==> src/rtl/cs_feeder.sv <==
// rtl/cs_feeder.sv - sample FIFO and window sequencer that feeds an external averaging core
module cs_feeder #(
  parameter int DEPTH = 16,
  parameter int WIN   = 9
) (
  input  logic                    clk,
  input  logic                    reset,
  input  logic                    s_valid,
  input  logic [7:0]              s_data,
  output logic                    s_ready,
  input  logic                    start,
  input  logic                    stop,
  output logic [7:0]              x,
  output logic                    cs_rst,
  input  logic [9:0]              y_in,
  output logic [9:0]              y_out,
  output logic                    y_valid,
  output logic [3:0]              win_idx,
  output logic [$clog2(DEPTH):0]  level,
  output logic                    underflow
);

  localparam int AW = $clog2(DEPTH);
  localparam int LW = AW + 1;
  localparam logic [LW-1:0] FULL_LEVEL = LW'(DEPTH);
  localparam logic [3:0]    WIN_LAST   = 4'(WIN - 1);

  typedef enum logic [1:0] {
    IDLE,
    FILL,
    STREAM
  } state_t;

  state_t        state;
  logic [7:0]    mem [DEPTH];
  logic [LW-1:0] wr_ptr;
  logic [LW-1:0] rd_ptr;
  logic [3:0]    fill_cnt;
  logic [3:0]    slot;
  logic          push;
  logic          emit;
  logic          pop;
  logic          go;

  // Pointers carry one extra bit so a full FIFO (level == DEPTH) differs from an empty one.
  assign level   = wr_ptr - rd_ptr;
  assign s_ready = (level < FULL_LEVEL);
  assign push    = s_valid && s_ready;

  // stop wins over start; start only matters in IDLE, stop only outside IDLE.
  assign go   = (state == IDLE) && start && !stop;
  assign emit = (state != IDLE) && !stop;
  assign pop  = emit && (level != '0);

  // Sample storage; contents are don't-care until written, so no reset here.
  always_ff @(posedge clk) begin
    if (push) begin
      mem[wr_ptr[AW-1:0]] <= s_data;
    end
  end

  // Write side of the FIFO; a push into a full FIFO is simply not accepted.
  always_ff @(posedge clk or posedge reset) begin
    if (reset) begin
      wr_ptr <= '0;
    end else if (push) begin
      wr_ptr <= wr_ptr + LW'(1);
    end
  end

  // Sequencer: pops one sample per edge while active, tracks the window slot and captures results.
  always_ff @(posedge clk or posedge reset) begin
    if (reset) begin
      state     <= IDLE;
      rd_ptr    <= '0;
      x         <= '0;
      cs_rst    <= 1'b1;
      y_out     <= '0;
      y_valid   <= 1'b0;
      win_idx   <= '0;
      underflow <= 1'b0;
      fill_cnt  <= '0;
      slot      <= '0;
    end else begin
      y_valid <= 1'b0;
      if (pop) begin
        rd_ptr <= rd_ptr + LW'(1);
      end
      case (state)
        IDLE: begin
          x       <= '0;
          cs_rst  <= 1'b1;
          win_idx <= '0;
          if (go) begin
            state     <= FILL;
            cs_rst    <= 1'b0;
            underflow <= 1'b0;
            fill_cnt  <= '0;
            slot      <= '0;
          end
        end
        FILL, STREAM: begin
          if (stop) begin
            // Leave FIFO and y_out untouched so streaming can resume later.
            state   <= IDLE;
            cs_rst  <= 1'b1;
            x       <= '0;
            win_idx <= '0;
          end else begin
            // An empty FIFO repeats the last sample but the window still advances.
            if (pop) begin
              x <= mem[rd_ptr[AW-1:0]];
            end else begin
              underflow <= 1'b1;
            end
            win_idx <= slot;
            slot    <= (slot == WIN_LAST) ? 4'd0 : slot + 4'd1;
            if (state == FILL) begin
              fill_cnt <= fill_cnt + 4'd1;
              if (fill_cnt == WIN_LAST) begin
                state <= STREAM;
              end
            end else begin
              // Every STREAM edge follows an emit edge, so the core output is valid here.
              y_out   <= y_in;
              y_valid <= 1'b1;
            end
          end
        end
        default: begin
          state <= IDLE;
        end
      endcase
    end
  end

endmodule

==> config.mk <==
export PLATFORM = sky130hd
export DESIGN_NAME = cs_feeder
export DESIGN_NICKNAME = d
export VERILOG_FILES = /design/src/rtl/cs_feeder.sv
export SDC_FILE = /design/constraint.sdc
export NUM_CORES = 1
export LEC_CHECK = 0
export ABC_AREA = 1
export CAP_MARGIN = 20
export CORE_ASPECT_RATIO = 0.75
export CORE_MARGIN = 3
export CORE_UTILIZATION = 44
export CTS_BUF_LIST = sky130_fd_sc_hd__clkbuf_4 sky130_fd_sc_hd__clkbuf_8
export DETAILED_ROUTE_END_ITERATION = 8
export PLACE_DENSITY_LB_ADDON = 0.1
export SLEW_MARGIN = 20
export SYNTH_ARGS = -nofsm -noshare
export SYNTH_HDL_FRONTEND = slang
export SYNTH_SLANG_ARGS = --single-unit
==> constraint.sdc <==
create_clock -name clk -period 7.6 [get_ports clk]
set_input_delay 1.9 -clock clk [delete_from_list [all_inputs] [get_ports clk]]
set_output_delay 1.9 -clock clk [all_outputs]
set_load 0.05 [all_outputs]
==> results of run 1 <==
==> cells by family after synthesis <==
kind of cell | after synthesis | share of synthesized area [%]
DFF | 173 | 63.1
buffers and inverters | 157 | 8.12
xor gates and xnor gates | 9 | 1.00
and+or+nand+nor | 415 | 21.8
adders and majority gates | 18 | 2.95
AOI/OAI and AO/OA | 44 | 3.05
==> cell usage in the layout, fill, tap and decap left out, types with 4 or more instances in the layout <==
cell type and instances:
a21oi_1 19, bufinv_16 4, clkbuf_8 17, clkdlybuf4s50_1 53
dfrtp_1 43, edfxtp_1 128, ha_1 17, inv_1 124
inv_6 4, nand2_1 277, nand3_1 88, nor2_1 41
o21ai_0 13, o21ai_1 4, o31ai_1 6, xor2_1 8
==> power breakdown <==
part	switching (uW)	total, uW	leakage, uW	internal (uW)
sequential	80.2	1240	0.00173	1160
combinational	1200	1690	0.00203	494
clock	342	711	0.000225	369
total	1620	3640	0.00399	2020
==> flip-flops by register name (all words and copies together) (netlist names) <==
| register | flops |
|---|---|
| wr_ptr | 5 |
| slot | 4 |
| state | 2 |
| cs_rst | 1 |
| mem | 128 |
| x | 8 |
| y_valid | 1 |
| fill_cnt | 4 |
| rd_ptr | 5 |
| y_out | 10 |
| win_idx | 4 |
| underflow | 1 |
==> per-layer routing <==
layer / GRT usage (%) / part of all wire, %
met5: 0 / 0
met4: 5.69 / 1.4
met3: 4.28 / 7.3
met2: 29.2 / 43
met1: 28.4 / 48
==> how the worst max path moves through the flow <==
stage | slack (ps) | cells past startpoint | endpoint | start
5_1_grt | 2180 | 10 | level[4] | rd_ptr[0]
4_1_cts | 2350 | 10 | level[4] | rd_ptr[0]
3_5_place_dp | 2870 | 10 | level[4] | rd_ptr[0]
2_1_floorplan | 3760 | 5 | level[2] | rd_ptr[1]
6_report | 2370 | 10 | level[4] | rd_ptr[0]
3_3_place_gp | 2910 | 10 | level[4] | rd_ptr[0]
==> layout make-up <==
type                    count  share of cell area [%]
well taps                 236                    3.28
inverters                 129                    5.39
multi-input cells         486                    25.2
flip-flops and latches    173                    55.3
repair buffers             55                    6.06
clock inverters            13                    2.06
clock buffers              19                    2.77
==> per-stage QoR <==
step,total power (uW),std cells
2_1_floorplan,2480,816
3_3_place_gp,2920,1079
3_5_place_dp,2940,1079
4_1_cts,3650,1111
5_1_grt,3880,1111
6_report,3640,1111
==> critical path, delay by kind of cell, from the launching register on <==
kind | cells | cell delay, ps
adder cells (fa/ha/maj) | 2 | 680
buffers and inverters | 4 | 1460
flip-flops | 1 | 350
AND/OR/NAND/NOR | 4 | 320
==> flow_summary.ini, run 1 <==
[drt]
drtAntennaViolNets = 0
drt-initial-drc-count = 419
vias = 5488
wl_per_cell_um = 16.3
drtPass1Iterations = 5
wl_um = 18100
drc = 0
vias_per_cell = 4.94

[worst_setup_path]
cp_slowest_cell = clkdlybuf4s50_1
arrival_ps = 3330
critPathCaptureType = primary output
reg2reg_to = mem[6][5]
cp_data_required_time_ps = 5700
rrSetupSlack_ps = 4020
r2r-start = rd_ptr[0]
crit_path_start_kind = flop
worstSetupPathType = flop to primary output
worst_path_largest_cell_delay_ps = 800
cp_max_fo = 68
cp_cell_sequence = buf_4, ha_1, inv_1, fa_1, nand3_1, nand2_1, nand2_1, nand2_2, inv_1, clkdlybuf4s50_1
reg2reg_depth = 11

[grt]
grt_antenna_before_repair = 0
grt_pass1_vias = 5377
grt_usage_pct = 19.4
grt_pass1_wl_um = 28800
grt_max_degree = 69
grt_overflow = 0

[placement]
port_buffers = 53
gp_congestion = 0.907
pre_cts_ws_ps = 2870
place_area_mm2 = 0.00856
dp_hpwl_um = 12200

[logic_synthesis]
synth-seq-cells = 173
synth_common_cells = nand2_1 (277), edfxtp_1 (128), inv_1 (125)
synth_most_common_cell = nand2_1
syn_area_mm2 = 0.00788
yosys_warnings = 0
yosysTopAreaCellShare_pct = 48.8
synth-main-ff-cell = edfxtp_1
syn_area_per_cell_um2 = 9.65
synthTopCellsByArea = edfxtp_1 (49%), dfrtp_1 (14%), nand2_1 (13%), inv_1 (6.0%), nand3_1 (5.6%)
async_flop_share_pct = 26.0
synth_top_area_cell = edfxtp_1
synth_edf_count = 128
yosysSeqAreaShare_pct = 63.1
syn_nets = 857
netlist_instances = 816
ys_types = 31

[die]
die-width_um = 160
initial_core_util_pct = 45.8
fp.dieH_um = 122
die_area_mm2 = 0.0196
io_pins = 54
core-area_mm2 = 0.0172
rows = 41

[sta]
final-setup-viol-count = 0
tns_ps = 0
hold_viol = 0
post-route-period-util_pct = 68.8
tightest_slew_ps = 987
fmax_ghz = 0.191
fin_ws_ps = 2370
fin_skew_ps = 14.8
rsz0062_at_grt = no
slew-limit-headroom_pct = 34.0
holdWs_ps = 483
drv_slew = 0
final.min_clock_period_ps = 5230

[clock_network]
clkSinkCount = 173
clkLatencyLatePin_ps = 460
htree_levels = 4
cts-root-buf = clkbuf_8
clkTransAtPathRegs_ps = 90
ctsHoldBuffers = 0
numCtsBuffers = 17
cts_setup_buffers = 0
cts_buffer_depth = 2
cts_tree = done
ctsResizeCount = 0

[layout]
diodes = 0
regArea_mm2 = 0.00497
final_util_pct = 52.4
syn2layout_area_growth_pct = 14.2
drive_gt1_share_pct = 5.37
finalNetCount = 903
design_area_mm2 = 0.00900
fillers = 1587
multi_input_area_mm2 = 0.00227

[hold_path]
hp-start = y_out[9]
holdPathEnd = y_out[9]
hold_class = flop to flop
hold_depth = 2

[pwr]
peakVddDrop_mv = 0.161
powerDensity_mw_per_mm2 = 404
power.leakage_uw = 0.00399

[job]
drv_cap = 0

[status]
status = completed
Note: power is estimated with default switching activity, not from simulation.
==> inputs of run 2 (changes only) <==
==> constraint.sdc (replaced) <==
create_clock -name clk -period 5.4 [get_ports clk]
set_input_delay 1.35 -clock clk [delete_from_list [all_inputs] [get_ports clk]]
set_output_delay 1.35 -clock clk [all_outputs]
set_load 0.05 [all_outputs]
==> run 2 against run 1 <==
  * Cell area is 0.26% lower
  * Largest power group unchanged
  * Clock skew is 0.63 ps lower
  * Sequential share of layout area grew 0.15 points
  * Critical path depth down 2
==> flow_summary.ini, run 2 (synthesized netlist as in run 1, its figures left out) <==
[worst_setup_path]
cp_max_fo = 14
arrival_ps = 3230
rrSetupSlack_ps = 2010
worstSetupPathType = flop to primary output
cp_data_required_time_ps = 4050
crit_start = rd_ptr[2]
reg2reg_depth = 10
critPathCaptureType = primary output
r2r-start = rd_ptr[2]
crit_path_start_kind = flop
reg2reg_to = mem[10][0]

[job]
drv_cap = 0

[sta]
slew-limit-headroom_pct = 35.7
fin_skew_ps = 14.1
drv_slew = 0
final-setup-viol-count = 0
rsz0062_at_grt = no
tns_ps = 0
hold_viol = 0
final.min_clock_period_ps = 4580
tightest_slew_ps = 965
fin_ws_ps = 825
post-route-period-util_pct = 84.7
fmax_ghz = 0.219

[clock_network]
cts_tree = done
clkSinkCount = 173
cts_buffer_depth = 2
cts-root-buf = clkbuf_8
cts_setup_buffers = 0
numCtsBuffers = 17
htree_levels = 4
clkTransAtPathRegs_ps = 90
ctsHoldBuffers = 0
ctsResizeCount = 0
clkLatencyLatePin_ps = 470

[status]
status = completed

[hold_path]
holdPathEnd = cs_rst
hold_depth = 2
hp-start = cs_rst
hold_class = flop to flop

[layout]
drive_gt1_share_pct = 5.49
final_common_cell = nand2_1
finalNetCount = 903
diodes = 0
fin_cells = 1111
layout_common_cells = nand2_1 (277), edfxtp_1 (128), inv_1 (124)
syn2layout_area_growth_pct = 13.9
largest_register_ffs = 128

[drt]
vias = 5466
drtAntennaViolNets = 0
drtPass1Iterations = 5
drc = 0
wl_um = 17600
wl_per_cell_um = 15.8
drt-initial-drc-count = 448
vias_per_cell = 4.92

[die]
die-width_um = 160
initial_core_util_pct = 45.8
fp.dieH_um = 122
die_area_mm2 = 0.0196
rows = 41
core-area_mm2 = 0.0172
io_pins = 54

[grt]
grt_pass1_wl_um = 28700
grt_usage_pct = 19.1
grt_max_degree = 68
grt_antenna_before_repair = 0
grt_overflow = 0
grt_pass1_vias = 5422

[placement]
dp_hpwl_um = 11700
port_buffers = 53
pre_cts_ws_ps = 1340
dp_cells = 1079
gp_congestion = 0.806

[pwr]
power.leakage_uw = 0.00397
peakVddDrop_mv = 0.263
powerDensity_mw_per_mm2 = 565
run 2: power by group:
| group | switching, uW | leakage (uW) | internal [uW] |
|---|---|---|---|
| combinational | 1680 | 0.00203 | 695 |
| sequential | 114 | 0.00173 | 1630 |
| clock | 507 | 0.000209 | 441 |
run 2: through the flow:
stage / hold slack, ps / power (uW) / utilization [%] / area, um2
2_1_floorplan: 463 / 3490 / - / 7880
3_3_place_gp: 456 / 4120 / 49.8 / 8560
3_5_place_dp: 460 / 4150 / 49.8 / 8560
4_1_cts: 473 / 5100 / 52.2 / 8970
5_1_grt: 497 / 5430 / 52.2 / 8970
6_report: 470 / 5070 / 52.2 / 8970
run 2: critical path, stage by stage, from the launching register on:
cell             delay (ps)
dfrtp_1                 650
clkinv_1                400
ha_1                    440
a21oi_1                 200
nand2_1                  80
nand2_1                  70
nand2_1                  70
inv_1                    60
clkdlybuf4s50_1         800
run 2: worst max path at each step:
| stage | to | slack (ps) | cells past startpoint |
|---|---|---|---|
| finish | level[3] | 820 | 8 |
| global route | level[3] | 650 | 8 |
| CTS | level[3] | 820 | 8 |
| detailed placement | level[3] | 1340 | 8 |
| global placement | level[3] | 1390 | 8 |
| floorplan | level[2] | 2110 | 5 |
run 2: area by class of cell:
| class | instances | area, um2 |
|---|---|---|
| timing repair buffer | 55 | 546 |
| fill | 1553 | 8210 |
| sequential | 173 | 4970 |
| clock inverter | 13 | 154 |
| inverter | 129 | 487 |
| tap | 236 | 295 |
| clock buffer | 19 | 255 |
| multi-input combinational | 486 | 2270 |
run 2: routing by layer:
layer	vias to the layer above	part of all wire, %	wire [um]	global-route usage [%]
li1	2687	-	-	-
met1	2643	49	8630	27.4
met2	112	45	7900	29.3
met3	24	4.4	774	3.64
met4	0	1.5	272	6.72
met5	-	0	0	0
==> inputs of run 3 (changes only) <==
==> constraint.sdc (replaced) <==
create_clock -name clk -period 4.14 [get_ports clk]
set_input_delay 1.035 -clock clk [delete_from_list [all_inputs] [get_ports clk]]
set_output_delay 1.035 -clock clk [all_outputs]
set_load 0.05 [all_outputs]
==> run 3 against run 2 <==
  * Combinational power up 40%
  * Sequential power up 31%
  * Non-clock buffer count up 1
  * Worst hold slack better by 3.8 ps
  * Clock skew up 6.8 ps
  * Worst setup slack worse by 280 ps
  * Critical path depth unchanged
  * First-iteration DRC count up 8.7%
  * Via count about the same
  * Final cell count about the same
  * Critical endpoint unchanged
==> flow_summary.ini, run 3 (synthesized netlist as in run 1, its figures left out) <==
[placement]
dp_hpwl_um = 12100
dp_cells = 1079
gp_congestion = 0.909
port_buffers = 53

[worst_setup_path]
cp_data_required_time_ps = 3110
worstSetupPathType = flop to primary output
cp_max_fo = 14
arrival_ps = 2560
crit_path_start_kind = flop
critPathCaptureType = primary output

[layout]
fin_cells = 1112
syn2layout_area_growth_pct = 14.6
drive_gt1_share_pct = 6.16
finalNetCount = 904
final_util_pct = 52.5
largest_register_ffs = 128
layout_common_cells = nand2_1 (277), edfxtp_1 (128), inv_1 (124)
diodes = 0
final_common_cell = nand2_1

[die]
io_pins = 54
die-width_um = 160
initial_core_util_pct = 45.8
core-area_mm2 = 0.0172
rows = 41
die_area_mm2 = 0.0196
fp.dieH_um = 122

[pwr]
power.internal_uw = 3750
p_comb_share_pct = 48.9
power.leakage_uw = 0.00401
power.share.clock_pct = 17.7
p_total_uw = 6820
power.switching_uw = 3070
p_seq_share_pct = 33.4
powerDensity_mw_per_mm2 = 755
p_sw_share_pct = 45.0
peakVddDrop_mv = 0.350

[sta]
rsz0062_at_grt = no
fmax_ghz = 0.278
tightest_slew_ps = 944
post-route-period-util_pct = 86.9
tns_ps = 0
fin_skew_ps = 20.9
final.min_clock_period_ps = 3600
hold_viol = 0
drv_slew = 0
final-setup-viol-count = 0
slew-limit-headroom_pct = 37.1

[clock_network]
cts_tree = done
htree_levels = 4
ctsHoldBuffers = 0
ctsResizeCount = 0
clkLatencyLatePin_ps = 470
cts_buffer_depth = 2
cts-root-buf = clkbuf_8
clkTransAtPathRegs_ps = 90
numCtsBuffers = 17
clkSinkCount = 173
cts_setup_buffers = 0

[drt]
drc = 0
drt-initial-drc-count = 487
wl_per_cell_um = 16.2
drtAntennaViolNets = 0
wl_um = 18000
vias = 5471
vias_per_cell = 4.92
drtPass1Iterations = 5

[grt]
grt_overflow = 0
grt_pass1_vias = 5405
grt_max_degree = 68
grt_usage_pct = 19.3
grt_antenna_before_repair = 0
grt_pass1_wl_um = 28600

[job]
drv_cap = 0

[hold_path]
hold_class = flop to flop

[status]
status = completed
[run 3: cell count changes in the layout (fill, tap and decap cells not counted)]
cell             delta
clkinvlp_4          -1
inv_2               +1
buf_12              +6
clkbuf_8            -1
clkinv_2            +1
inv_6               +1
inv_8               -1
clkdlybuf4s50_1     -5
[run 3: per-stage QoR]
step	hold slack [ps]	cell area [um2]	setup WS, ps
after floorplan	463	7880	1170
after global placement	458	8610	762
after detailed placement	461	8610	614
after CTS	475	9010	542
after global routing	508	9030	335
final	474	9030	541
[run 3: power by group through the flow]
stage                     Clock [uW]  Sequential (uW)  Combinational (uW)
after floorplan                    0             2550                2000
after global placement             0             2310                3280
after detailed placement           0             2320                3330
after CTS                       1240             2280                3340
after global routing            1300             2310                3660
final                           1210             2280                3330
[run 3: final timing paths]
check / startpoint / to / cells past startpoint / slack, ps
max: rd_ptr[2] / level[3] / 8 / 540
min: cs_rst / cs_rst / 2 / 470
max reg2reg: rd_ptr[2] / mem[4][0] / 10 / 860
min reg2reg: cs_rst / cs_rst / 2 / 470
max in group asynchronous: reset / cs_rst / 3 / 2780
min in group asynchronous: reset / y_out[7] / 2 / 810
[run 3: routing by layer]
| layer | wire, um | vias up | global-route usage, % |
|---|---|---|---|
| met5 | 0 | - | 0 |
| met4 | 249 | 0 | 6.99 |
| met3 | 1010 | 20 | 4.52 |
| met2 | 8160 | 133 | 29.2 |
| met1 | 8550 | 2626 | 27.4 |
| li1 | - | 2692 | - |
[run 3: final cells by class]
class | instances | area [um2]
fill | 1550 | 8160
sequential | 173 | 4970
inverter | 129 | 485
timing repair buffer | 56 | 616
clock buffer | 18 | 241
tap | 236 | 295
multi-input combinational | 486 | 2270
clock inverter | 14 | 154
[run 3: worst max-delay path, stage by stage, from the launching register on]
cell      delay [ps]
dfrtp_1          640
clkinv_1         370
ha_1             430
a21oi_1          190
nand2_1           90
nand2_1           60
nand2_1           70
inv_1            100
buf_12           140
